**src/rtl/intersection_scheduler.sv**
```systemverilog
// Phase scheduler sharing a crossing between main road, side road and pedestrians.
// Define PED_PHASE_EN to build the pedestrian phase; without it only main/side alternate.
module intersection_scheduler #(
    parameter int CNT_W     = 8,
    parameter int MAIN_MIN  = 30,
    parameter int SIDE_GO_T = 20,
    parameter int SIDE_MAX  = 60,
    parameter int PED_T     = 15,
    parameter int ATTN_T    = 3
) (
    input  logic       clk,
    input  logic       rst_n,
    input  logic       side_req,
    input  logic       ped_req,
    output logic [1:0] main_state,
    output logic [1:0] side_state,
    output logic       ped_walk
);

    typedef enum logic [2:0] {
        S_MAIN_GO   = 3'd0,
        S_MAIN_ATTN = 3'd1,
        S_SIDE_PREP = 3'd2,
        S_SIDE_GO   = 3'd3,
        S_SIDE_ATTN = 3'd4,
        S_MAIN_PREP = 3'd5
`ifdef PED_PHASE_EN
        , S_PED     = 3'd6
`endif
    } state_t;

    localparam logic [1:0] L_STOP      = 2'b00;
    localparam logic [1:0] L_STOP_ATTN = 2'b01;
    localparam logic [1:0] L_GO        = 2'b10;
    localparam logic [1:0] L_GO_ATTN   = 2'b11;

    // Timer values on the last cycle of each phase.
    localparam logic [CNT_W-1:0] MAIN_MIN_LAST = CNT_W'(MAIN_MIN - 1);
    localparam logic [CNT_W-1:0] SIDE_GO_LAST  = CNT_W'(SIDE_GO_T - 1);
    localparam logic [CNT_W-1:0] SIDE_MAX_LAST = CNT_W'(SIDE_MAX - 1);
    localparam logic [CNT_W-1:0] ATTN_LAST     = CNT_W'(ATTN_T - 1);
`ifdef PED_PHASE_EN
    localparam logic [CNT_W-1:0] PED_LAST      = CNT_W'(PED_T - 1);
`endif

    state_t           state;
    state_t           state_next;
    logic [CNT_W-1:0] timer;
    logic             any_req;

`ifdef PED_PHASE_EN
    logic ped_pend;
    logic rr;
    logic target_ped;
    logic pick_ped;
    logic leave_main;

    assign any_req    = side_req | ped_pend;
    assign pick_ped   = ped_pend & (~side_req | rr);
    assign leave_main = (state == S_MAIN_GO) && (state_next != S_MAIN_GO);
`else
    logic unused_ped_req;

    assign any_req        = side_req;
    assign unused_ped_req = ped_req;
`endif

    always_comb begin
        state_next = state;
        case (state)
            S_MAIN_GO:
                if ((timer >= MAIN_MIN_LAST) && any_req)
                    state_next = S_MAIN_ATTN;
            S_MAIN_ATTN:
                if (timer == ATTN_LAST) begin
`ifdef PED_PHASE_EN
                    state_next = target_ped ? S_PED : S_SIDE_PREP;
`else
                    state_next = S_SIDE_PREP;
`endif
                end
            S_SIDE_PREP:
                if (timer == ATTN_LAST)
                    state_next = S_SIDE_GO;
            // Congestion keeps side green past its nominal time, up to the hard cap.
            S_SIDE_GO:
                if ((timer == SIDE_MAX_LAST) || ((timer >= SIDE_GO_LAST) && !side_req))
                    state_next = S_SIDE_ATTN;
            S_SIDE_ATTN:
                if (timer == ATTN_LAST)
                    state_next = S_MAIN_PREP;
`ifdef PED_PHASE_EN
            S_PED:
                if (timer == PED_LAST)
                    state_next = S_MAIN_PREP;
`endif
            S_MAIN_PREP:
                if (timer == ATTN_LAST)
                    state_next = S_MAIN_GO;
            default:
                state_next = S_MAIN_GO;
        endcase
    end

    // The timer restarts on every phase change and parks at all-ones while main rests.
    always_ff @(posedge clk) begin
        if (!rst_n) begin
            state <= S_MAIN_GO;
            timer <= '0;
        end else begin
            state <= state_next;
            if (state_next != state)
                timer <= '0;
            else if (!(&timer))
                timer <= timer + CNT_W'(1);
        end
    end

`ifdef PED_PHASE_EN
    // Entering PED consumes the pending request, even against a same-cycle press.
    always_ff @(posedge clk) begin
        if (!rst_n) begin
            ped_pend   <= 1'b0;
            rr         <= 1'b0;
            target_ped <= 1'b0;
        end else begin
            if ((state_next == S_PED) && (state != S_PED))
                ped_pend <= 1'b0;
            else if (ped_req)
                ped_pend <= 1'b1;
            if (leave_main) begin
                target_ped <= pick_ped;
                if (side_req && ped_pend)
                    rr <= ~rr;
            end
        end
    end
`endif

    always_comb begin
        main_state = L_STOP;
        side_state = L_STOP;
        ped_walk   = 1'b0;
        case (state)
            S_MAIN_GO:   main_state = L_GO;
            S_MAIN_ATTN: main_state = L_GO_ATTN;
            S_SIDE_PREP: side_state = L_STOP_ATTN;
            S_SIDE_GO:   side_state = L_GO;
            S_SIDE_ATTN: side_state = L_GO_ATTN;
`ifdef PED_PHASE_EN
            S_PED:       ped_walk   = 1'b1;
`endif
            S_MAIN_PREP: main_state = L_STOP_ATTN;
            default: begin
                main_state = L_STOP;
                side_state = L_STOP;
                ped_walk   = 1'b0;
            end
        endcase
    end

endmodule

```
**config.mk**
```make
export PLATFORM = sky130hd
export DESIGN_NAME = intersection_scheduler
export DESIGN_NICKNAME = d
export VERILOG_FILES = /design/src/rtl/intersection_scheduler.sv
export SDC_FILE = /design/constraint.sdc
export NUM_CORES = 1
export LEC_CHECK = 0
export CAP_MARGIN = 20
export CORE_MARGIN = 1
export CORE_UTILIZATION = 47
export CTS_CLUSTER_DIAMETER = 120
export DETAILED_ROUTE_END_ITERATION = 6
export PLACE_DENSITY_LB_ADDON = 0.08
export SLEW_MARGIN = 30
export SYNTH_ARGS = -nofsm -noshare
export SYNTH_HDL_FRONTEND = slang
export SYNTH_SLANG_ARGS = --single-unit
```
**constraint.sdc**
```tcl
create_clock -name clk -period 1.85 [get_ports clk]
set_input_delay 0.2775 -clock clk [delete_from_list [all_inputs] [get_ports clk]]
set_output_delay 0.2775 -clock clk [all_outputs]
set_load 0.005 [all_outputs]
```
### After elaboration in Yosys (flattened, before gate mapping)

Index checks and enable logic that the tools add are counted.

* flip-flop bits (word level): 11
* input port bits: 4
* output and inout bits: 5
* logic and storage cells: 30

* $add $sub $neg: 1
* $lt $le $gt $ge: 2
* equal/unequal tests: 8
* muxes and demuxes: 9
* bitwise gates (word level): 1
* reduce and logical (&&, ||, !) cells: 7

Operator list (number)
* $mux 3: 6
* $pmux 3 s6: 1
* $ge 8x5->1 const B: 2
* $pmux 2 s3: 2
* $add 8x1->8 const B: 1
* $eq 8x2->1 const B: 1
* $eq 8x6->1 const B: 1
* $reduce_and 8->1: 1
* $eq 3x2->1 const B: 2
* $eq 3x3->1 const B: 2
* $eq 3x1->1 const B: 1
* $logic_not 3->1: 1
* $ne 3x3->1: 1
* $logic_and 1x1->1: 2
* $reduce_or 2->1: 1
* $logic_not 1->1: 1
* $logic_or 1x1->1: 1
* $not 1->1: 1

### Longest topological paths before layout

Gate-level depths: netlist of the first run.

* depth after elaboration: 7
* depth in mapped cells: 7
* gate-level depth less buffers: 7

### Worst setup path before layout of the first run

No wires, ideal clock.

* path type: reg-to-reg
* from: reg timer[0]
* to: reg timer[6]
* setup time: 0.129 ns
* arrival: 1.579 ns
* slack: 0.142 ns
* stages on the path, launching flop included: 7
* cell sequence: dfxtp_1 -> ha_1 -> nand4_1 -> o32ai_4 -> o22ai_4 -> o2111ai_4 -> nor3b_2

* longest elaborated chain between the ends: 7
* elaborated cells between the ends (all ways): 18
* classes of those cells: add/sub: 1; order compare: 2; eq/ne: 3; mux: 7; reduce/logical: 5

Ends and longest elaborated chain
* start: declaration: RTL line 48 `logic [CNT_W-1:0] timer;`
* start signal: assignment: RTL line 115 `timer <= timer + CNT_W'(1);`
* $ge 8x5->1: RTL line 87 `if ((timer == SIDE_MAX_LAST) || ((timer >= SIDE_GO_LAST) && !side_req))`
* $logic_and 1x1->1: RTL line 87
* $logic_or 1x1->1: RTL line 87
* $mux 3: RTL line 87
* $pmux 3 s6: RTL line 70 `case (state)`
* $ne 3x3->1: RTL line 112 `if (state_next != state)`
* $reduce_or 2->1 (no source line)

Several ways; a longest one is shown, not always the timed one.
A chain may end at the register's enable or synchronous reset.

### Final worst setup path of the first run

* from: reg state[1]
* to: out main_state[0]

* longest elaborated chain between the ends: 2
* elaborated cells between the ends (all ways): 4
* classes of those cells: eq/ne: 2; mux: 1; reduce/logical: 1

Ends and longest elaborated chain
* start: declaration: RTL line 46 `state_t state;`
* start signal: assignment: RTL line 111 `state <= state_next;`
* $eq 3x3->1, or another cell as far along: RTL line 144 `case (state)`
* $pmux 2 s3 (*): RTL line 144
* end: declaration: RTL line 15 `output logic [1:0] main_state,`

Every way passes the cells marked *; elsewhere a longest branch is shown, timed or not.

==> results of run 1 <==
[worst max-delay path by stage]
| stage | endpoint | slack (ns) | cells past startpoint | startpoint |
|---|---|---|---|---|
| after floorplan | timer[6] | 0.14 | 6 | timer[0] |
| after global placement | timer[6] | -0.13 | 5 | side_req |
| after detailed placement | timer[3] | -0.16 | 5 | side_req |
| after CTS | main_state[0] | 0.002 | 4 | state[1] |
| after global routing | main_state[0] | -0.02 | 4 | state[1] |
| final | main_state[0] | 0.02 | 4 | state[1] |
[layout by cell type, fill, tap and decap left out, drive strengths merged, types with 4 or more instances in the layout]
cell	instances
buf	9
dfxtp	11
nor3	6
nand2	11
clkbuf	4
ha	4
clkdlybuf4s50	6
inv	4
nor2	13
[per-layer routing]
metal	global-route usage	vias up	share of wire
li1	-	365	-
met1	0.287	348	0.48
met2	0.281	16	0.46
met3	0.0480	7	0.034
met4	0.109	0	0.022
met5	0	-	0
[metrics by stage]
step                instance area (sq um)  total power [mW]  std cells  hold WS [ns]
floorplan                             873             0.302         95         0.395
global placement                      986             0.317        129         0.570
detailed placement                    986             0.319        129         0.576
CTS                                  1020             0.493        133         0.562
global route                         1080             0.519        134         0.591
finish                               1080             0.495        134         0.559
[repair_timing]
| item | CTS | global route |
|---|---|---|
| gates cloned | 0 | 0 |
| pin swaps | 2 | 8 |
| endpoints found under the hold margin | 0 | 0 |
| setup buffers | 0 | 2 |
| resized for setup | 6 | 15 |
| setup endpoints to repair | 10 | 9 |
[cell type report]
class / instances / area [sq um] / area share
tap: 25 / 31.3 / 0.0290
multi-input combinational: 75 / 639 / 0.592
timing repair buffer: 15 / 128 / 0.118
inverter: 4 / 15.0 / 0.0139
clock buffer: 4 / 26.3 / 0.0243
sequential: 11 / 240 / 0.222
[report_power, final]
group	internal [mW]	switching, mW	leakage (nW)	total (mW)
combinational	0.0328	0.0368	0.287	0.0696
clock	0.0837	0.0922	0.0150	0.176
sequential	0.240	0.00977	0.0940	0.249
total	0.356	0.139	0.396	0.495
[registers in the layout (all words and copies together) (netlist names)]
register and count:
timer 8, state 3
[cell families after synthesis]
kind of cell | Yosys count | synth area share
fa+ha+maj | 4 | 0.0573
flops | 11 | 0.252
compound gates | 20 | 0.259
mux | 2 | 0.0229
xor+xnor | 2 | 0.0201
buf+inv | 9 | 0.0616
other cells | 1 | 0.00429
simple gates | 46 | 0.322
[critical path: stages, from the launching register on]
cell and delay [ns]:
dfxtp_4 0.38, buf_4 0.15, nand2b_4 0.15, inv_1 0.09, clkdlybuf4s50_1 0.50
==> flow_metrics.env, run 1 <==
export IMPL_syn_area_per_cell_sq_um=9.19
export IMPL_initial_utilization=0.506
export IMPL_status="complete, no violations"
export IMPL_yosys_top_cells_count="13 x nor2_1, 11 x dfxtp_1, 11 x nand2_1, 4 x ha_1"
export IMPL_cts_htree_levels=1
export IMPL_yosysSeqAreaShare=0.252
export IMPL_antenna_found_initial=0
export IMPL_ys_ff_latch=11
export IMPL_die_area_sq_um=2030
export IMPL_die_h_um=45.1
export IMPL_layout_setup_ws_ns=0.0204
export IMPL_hold_end="timer[0]"
export IMPL_rsz0062_at_grt="true"
export IMPL_drt_total_wl_um=1900
export IMPL_dp_hpwl_um=1320
export IMPL_end_kind="output pin"
export IMPL_grt_pass1_wl_um=2920
export IMPL_synthArstFlopShare=0
export IMPL_drv_cap=0
export IMPL_die_x_um=45.1
export IMPL_fill_cells=173
export IMPL_worstSetupPathType="flip-flop to output pin"
export IMPL_core_sq_um=1730
export IMPL_place_congestion=0.771
export IMPL_clock_skew_ns=0.00709
export IMPL_critPathRequiredTime_ns=1.57
export IMPL_period_minus_slack_ns=1.83
export IMPL_drive_gt1_frac=0.404
export IMPL_clkTransAtPathRegs_ns=0.08
export IMPL_cts_tree="built"
export IMPL_clkLatencyLatePin_ns=0.28
export IMPL_detail_route_iter0_violations=12
export IMPL_synthesis_nets=103
export IMPL_hp_start="timer[0]"
export IMPL_grt_max_degree=10
export IMPL_finalHoldViolCount=0
export IMPL_fin_util=0.625
export IMPL_worstPathMaxFanout=5
export IMPL_arrival_ns=1.55
export IMPL_start_kind="flip-flop"
export IMPL_synthCells=95
export IMPL_power_density_nw_per_um2=458
export IMPL_grt_pass1_vias=659
export IMPL_synth_edff_count=0
export IMPL_dp_slack_ns=-0.159
export IMPL_clockBufferDepth=2
export IMPL_reg2reg_to="timer[3]"
export IMPL_synth_top_cell_by_area="dfxtp_1"
export IMPL_min_path_cells=2
export IMPL_drt_pass1_iterations=4
export IMPL_area_growth_pct=23.6
export IMPL_io_buffers=6
export IMPL_rows=15
export IMPL_root_buffer="clkbuf_4"
export IMPL_clkSinkCount=11
export IMPL_ioPinCount=9
export IMPL_hp_class="flip-flop to flip-flop"
export IMPL_max_vdd_ir_drop_mv=0.410
export IMPL_ant_nets=0
export IMPL_cts_made_buffers=3
export IMPL_min_period_over_period=0.989
export IMPL_rrSetupSlack_ns=0.12
export IMPL_netlist_area_leader_share=0.252
export IMPL_grt_ovfl_total=0
export IMPL_finalSetupTns_ns=0
export IMPL_vias=736
export IMPL_netlist_area_sq_um=873
export IMPL_synthFlopType="dfxtp_1"
export IMPL_yosysWarningCount=0
export IMPL_antenna_cells=0
export IMPL_routed_via_density=5.49
export IMPL_ys_top_cells_by_area="dfxtp_1 25%, ha_1 5.7%, nor2_1 5.6%"
export IMPL_wl_per_cell_um=14.2
export IMPL_grt_usage=0.203
export IMPL_setup_viol=0
export IMPL_reg2reg_from="timer[2]"
export IMPL_leakage_nw=0.396
export IMPL_final_nets=118
export IMPL_worst_r2r_cell_count=5
export IMPL_synth_cell_type_count=39
export IMPL_maxSlewViolCount=0
export IMPL_cts_hold_buf=0
export IMPL_drcViolationCount=0
export IMPL_yosysMostFrequentCell="nor2_1"
export IMPL_fmax_ghz=0.547
Power figures use the tool's default switching activity.
==> run 2, diff against run 1 <==
CORE_MARGIN = unset   (was 1)
RECOVER_POWER = 50   (was unset)
SKIP_LAST_GASP = 1   (was unset)
==> run 2 against run 1 <==
Effect of this change: first-iteration DRC count unchanged; critical path depth fell by 1; largest cell class unchanged; clock power about the same; critical endpoint is now side_state[0]; highest routed layer unchanged; non-clock buffer count is the same; sequential power about the same; sequential share of layout area decreased by 0.25 points.
==> flow_metrics.env, run 2 (synthesis results as in run 1) <==
export IMPL_critPathRequiredTime_ns=1.57
export IMPL_status="complete, no violations"
export IMPL_wl_per_cell_um=14.0
export IMPL_clockBufferDepth=2
export IMPL_start_kind="flip-flop"
export IMPL_dp_hpwl_um=1320
export IMPL_area_growth_pct=21.8
export IMPL_initial_utilization=0.506
export IMPL_postLayoutCellArea_sq_um=1060
export IMPL_max_slew_margin=0.666
export IMPL_antenna_cells=0
export IMPL_maxSlewViolCount=0
export IMPL_fin_util=0.616
export IMPL_worst_path_buf_inv=1
export IMPL_clock_skew_ns=0.00589
export IMPL_power_density_nw_per_um2=466
export IMPL_grt_max_degree=10
export IMPL_worstPathMaxFanout=5
export IMPL_layout_setup_ws_ns=0.0317
export IMPL_min_period_over_period=0.983
export IMPL_detail_route_iter0_violations=12
export IMPL_arrival_ns=1.54
export IMPL_holdWs_ns=0.559
export IMPL_multi_input_area_sq_um=629
export IMPL_register_area_sq_um=234
export IMPL_core_sq_um=1730
export IMPL_clkSinkCount=11
export IMPL_grt_ovfl_total=0
export IMPL_setup_viol=0
export IMPL_grt_pass1_vias=659
export IMPL_cp_startpoint="state[1]"
export IMPL_fmax_ghz=0.550
export IMPL_top_regs="timer x8, state x3"
export IMPL_dpl_cell_count=129
export IMPL_max_vdd_ir_drop_mv=0.409
export IMPL_ant_nets=0
export IMPL_dp_slack_ns=-0.159
export IMPL_drv_cap=0
export IMPL_root_buffer="clkbuf_4"
export IMPL_io_buffers=6
export IMPL_stdcell_count=134
export IMPL_cts_hold_buf=0
export IMPL_slowest_stage="clkdlybuf4s50_1"
export IMPL_hp_class="flip-flop to flip-flop"
export IMPL_ioPinCount=9
export IMPL_cts_tree="built"
export IMPL_period_minus_slack_ns=1.82
export IMPL_slowest_delay_ns=0.51
export IMPL_largest_register="timer"
export IMPL_crit_chain="xor2_1 > nor2b_2 > clkdlybuf4s50_1"
export IMPL_largest_reg_flops=8
export IMPL_layout_common_cells="13 x nor2_1, 11 x nand2_1, 9 x buf_4, 5 x clkdlybuf4s50_1, 5 x dfxtp_2"
export IMPL_drt_total_wl_um=1880
export IMPL_cts_made_buffers=3
export IMPL_place_area_sq_um=986
export IMPL_worstSetupPathType="flip-flop to output pin"
export IMPL_final_nets=118
export IMPL_drt_pass1_iterations=4
export IMPL_antenna_found_initial=0
export IMPL_rows=15
export IMPL_routed_via_density=5.46
export IMPL_die_x_um=45.1
export IMPL_die_h_um=45.1
export IMPL_end_kind="output pin"
export IMPL_drive_gt1_frac=0.376
export IMPL_crit_family="buffers and inverters"
export IMPL_rsz0062_at_grt="true"
export IMPL_grt_usage=0.203
export IMPL_fill_cells=179
export IMPL_cts_htree_levels=1
export IMPL_place_congestion=0.771
export IMPL_grt_pass1_wl_um=2920
export IMPL_clkLatencyLatePin_ns=0.28
export IMPL_die_area_sq_um=2030
export IMPL_hp_start="timer[0]"
export IMPL_leakage_nw=0.391
export IMPL_finalHoldViolCount=0
export IMPL_clkTransAtPathRegs_ns=0.08
export IMPL_drcViolationCount=0
export IMPL_final_common_cell="nor2_1"
export IMPL_worstMarginPinSlew_ns=0.497
export IMPL_reg2reg_from="timer[0]"
export IMPL_vias=732
-- run 2: cell count changes in the layout (fill, tap and decap cells not counted), sizes merged --
cell           previous run  this run
clkdlybuf4s50             6         5
dlygate4sd3               0         1
-- run 2: repair_timing --
action                     in CTS  in global routing
gates resized for setup         6                 11
setup endpoints to repair      10                  9
pin swaps                       2                  8
buffers inserted                0                  2
-- run 2: power by group --
group	switching, mW	leakage, nW	total [mW]	internal (mW)
Sequential	0.00994	0.0929	0.252	0.243
Clock	0.0913	0.0150	0.175	0.0837
Combinational	0.0367	0.284	0.0684	0.0317
-- run 2: worst paths after layout --
| path | end | slack [ns] | cells past startpoint |
|---|---|---|---|
| max reg2reg | timer[6] | 0.10 | 7 |
| min reg2reg | timer[0] | 0.56 | 2 |
| max | side_state[0] | 0.03 | 3 |
| min | timer[0] | 0.56 | 2 |
-- run 2: metal layers --
| layer | GRT usage | up-vias | wire length [um] |
|---|---|---|---|
| li1 | - | 367 | - |
| met1 | 0.287 | 342 | 918 |
| met2 | 0.281 | 18 | 857 |
| met3 | 0.0480 | 5 | 69 |
| met4 | 0.109 | 0 | 35 |
| met5 | 0 | - | 0 |
-- run 2: layout make-up --
cell class,instances,area share
clock buffers,4,0.0247
flip-flops and latches,11,0.220
multi-input cells,75,0.592
well taps,25,0.0294
inverters,4,0.0141
repair buffers,15,0.120
-- run 2: worst min-delay path, cell delays in order (launching register included) --
cell and delay [ns]:
dfxtp_4 0.39, xnor2_1 0.08, nor2_1 0.07
-- run 2: per-stage QoR --
stage	setup TNS, ns	power, mW
after floorplan	0	0.302
after detailed placement	-1.08	0.319
after CTS	0	0.493
final	0	0.496
after global routing	-0.0770	0.520
after global placement	-0.878	0.317
==> RTL edit, RTL diff (settings of run 1) <==
Put a register stage on the output `side_state`, with the module's reset. The value now appears one clock later. The other outputs are not delayed to match.
--- a/src/rtl/intersection_scheduler.sv
+++ b/src/rtl/intersection_scheduler.sv
@@ -41,2 +41,4 @@
     localparam logic [CNT_W-1:0] ATTN_LAST     = CNT_W'(ATTN_T - 1);
+
+    logic [1:0] side_state_d;
 `ifdef PED_PHASE_EN
@@ -141,3 +143,3 @@
         main_state = L_STOP;
-        side_state = L_STOP;
+        side_state_d = L_STOP;
         ped_walk   = 1'b0;
@@ -146,5 +148,5 @@
             S_MAIN_ATTN: main_state = L_GO_ATTN;
-            S_SIDE_PREP: side_state = L_STOP_ATTN;
-            S_SIDE_GO:   side_state = L_GO;
-            S_SIDE_ATTN: side_state = L_GO_ATTN;
+            S_SIDE_PREP: side_state_d = L_STOP_ATTN;
+            S_SIDE_GO:   side_state_d = L_GO;
+            S_SIDE_ATTN: side_state_d = L_GO_ATTN;
 `ifdef PED_PHASE_EN
@@ -155,3 +157,3 @@
                 main_state = L_STOP;
-                side_state = L_STOP;
+                side_state_d = L_STOP;
                 ped_walk   = 1'b0;
@@ -161,2 +163,10 @@
 
+    always_ff @(posedge clk) begin
+        if (!rst_n) begin
+            side_state <= '0;
+        end else begin
+            side_state <= side_state_d;
+        end
+    end
+
 endmodule
Formal check against the unedited RTL: no difference found for any inputs over 10 cycles, from zero or initial values and one cycle with rst_n low; that may be too few to reach the edited logic, so the function may still have changed.
==> RTL edit against run 1 <==
  * Sequential cell count grew 2
  * Final cell count grew 6.7%
  * Worst hold slack gained 0.014 ns
  * Global-route usage shrank 1.4 points
  * Count of clock-buffer cells in the layout is the same
  * Setup slack gained 0.029 ns
  * Total power grew 11%
  * Area after synthesis shrank 2.6%
  * Sequential share of layout area grew 2.0 points
  * Design area grew 2.1%
  * Sequential power grew 18%
  * Routed wire length shrank 15%
  * Critical path type is now reg2reg
  * Highest routed layer unchanged
==> RTL edit: results <==
set metrics [dict create \
    muxShareOfSynthArea_pct 3.53 \
    dp_hpwl_um 1240 \
    drt-met1-wl_um 778 \
    seq_area_um2 268 \
    critPathArrivalTime_ns 1.98 \
    placed_cell_area_um2 1010 \
    use_met1_pct 23.6 \
    synthesis.nets 108 \
    power_frac_seq_pct 53.2 \
    leakage_nw 0.415 \
    drive_gt1_share_pct 33.1 \
    synthTopCellsByCount "nor2_1 (16), dfxtp_1 (13), nand2_1 (6)" \
    nFlopsAndLatches 13 \
    final-clk-cell-share_pct 2.38 \
    cts_resized 12 \
    clk_latency_ns 0.28 \
    critPathTopFamily "compound AO/OA/AOI/OAI gates" \
    ir_drop_mv 0.376 \
    nFillCells 139 \
    synth-compound-area-share_pct 22.4 \
    multi_input_cells 76 \
    wl_met3_um 39 \
    synth_area_leaders "dfxtp_1 (31%), nor2_1 (7.1%), ha_1 (5.9%), mux2i_1 (3.5%), nor3_2 (3.5%)" \
    met2_usage_pct 31.5 \
    combPwrFrac_pct 14.4 \
    synth_adder_area_share_pct 5.88 \
    fin_worst_skew_ns 0.00267 \
    finalNetCount 127 \
    synth_xor_area_share_pct 2.06 \
    gp_congestion 0.768 \
    cts_root_buf "clkbuf_4" \
    cp_slowest_cell "or4b_4" \
    gr-usage-all-layers_pct 18.9 \
    drt_wl_total_um 1620 \
    grt_start_max_net_pins 11 \
    dr.pass1.iters 4 \
    status "finished clean" \
    grt_pass1_wl_um 2790 \
    drt_iter0_markers 3 \
    cp_max_fo 4 \
    p_sw_w 0.000141 \
    top_regs "timer x8, state x3, side_state x2" \
    first_global_vias 662 \
    synth.distinct_cells 37 \
    dr_wl_met2_um 760 \
    seq_area_frac_synth_pct 30.6 \
    slowest_delay_ns 0.46 \
    multi_input_area_share_pct 52.8 \
    buf_share_pct 16.3 \
    grtUsageMet3_pct 2.45 \
    syn_area_um2 851 \
    vias 735 \
    post-place-ws_ns -0.179 \
    n_all_buffers 21 \
]
RTL edit: changes by cell type in the layout (fill, tap and decap cells not counted), sizes merged, moves of 3 or more:
cell	delta
nor2	+3
nand2	-5
buf	+6
nand3	+4
o21ai	+3
RTL edit: path summary, 6_finish.rpt:
kind	slack, ns	from	end	cells after the start
worst min register to register	0.57	state[1]	state[1]	2
worst max register to register	0.05	timer[0]	timer[1]	7
worst max-delay path	0.05	timer[0]	timer[1]	7
worst min-delay path	0.57	state[1]	state[1]	2
RTL edit: stage by stage:
stage               TNS [ns]  cells  hold WS (ns)  utilization (%)  total power (W)
floorplan                  0    100         0.395                -         0.000341
global placement       -1.50    137         0.548             58.9         0.000361
detailed placement     -1.37    137         0.556             58.9         0.000365
CTS                        0    144         0.589             64.0         0.000560
global route          -0.182    143         0.617             64.5         0.000579
finish                     0    143         0.573             64.5         0.000550
RTL edit: worst min-delay path, cell delays in order, from the launching register on:
cell	delay (ns)
dfxtp_2	0.37
a21oi_1	0.12
nor4bb_1	0.05
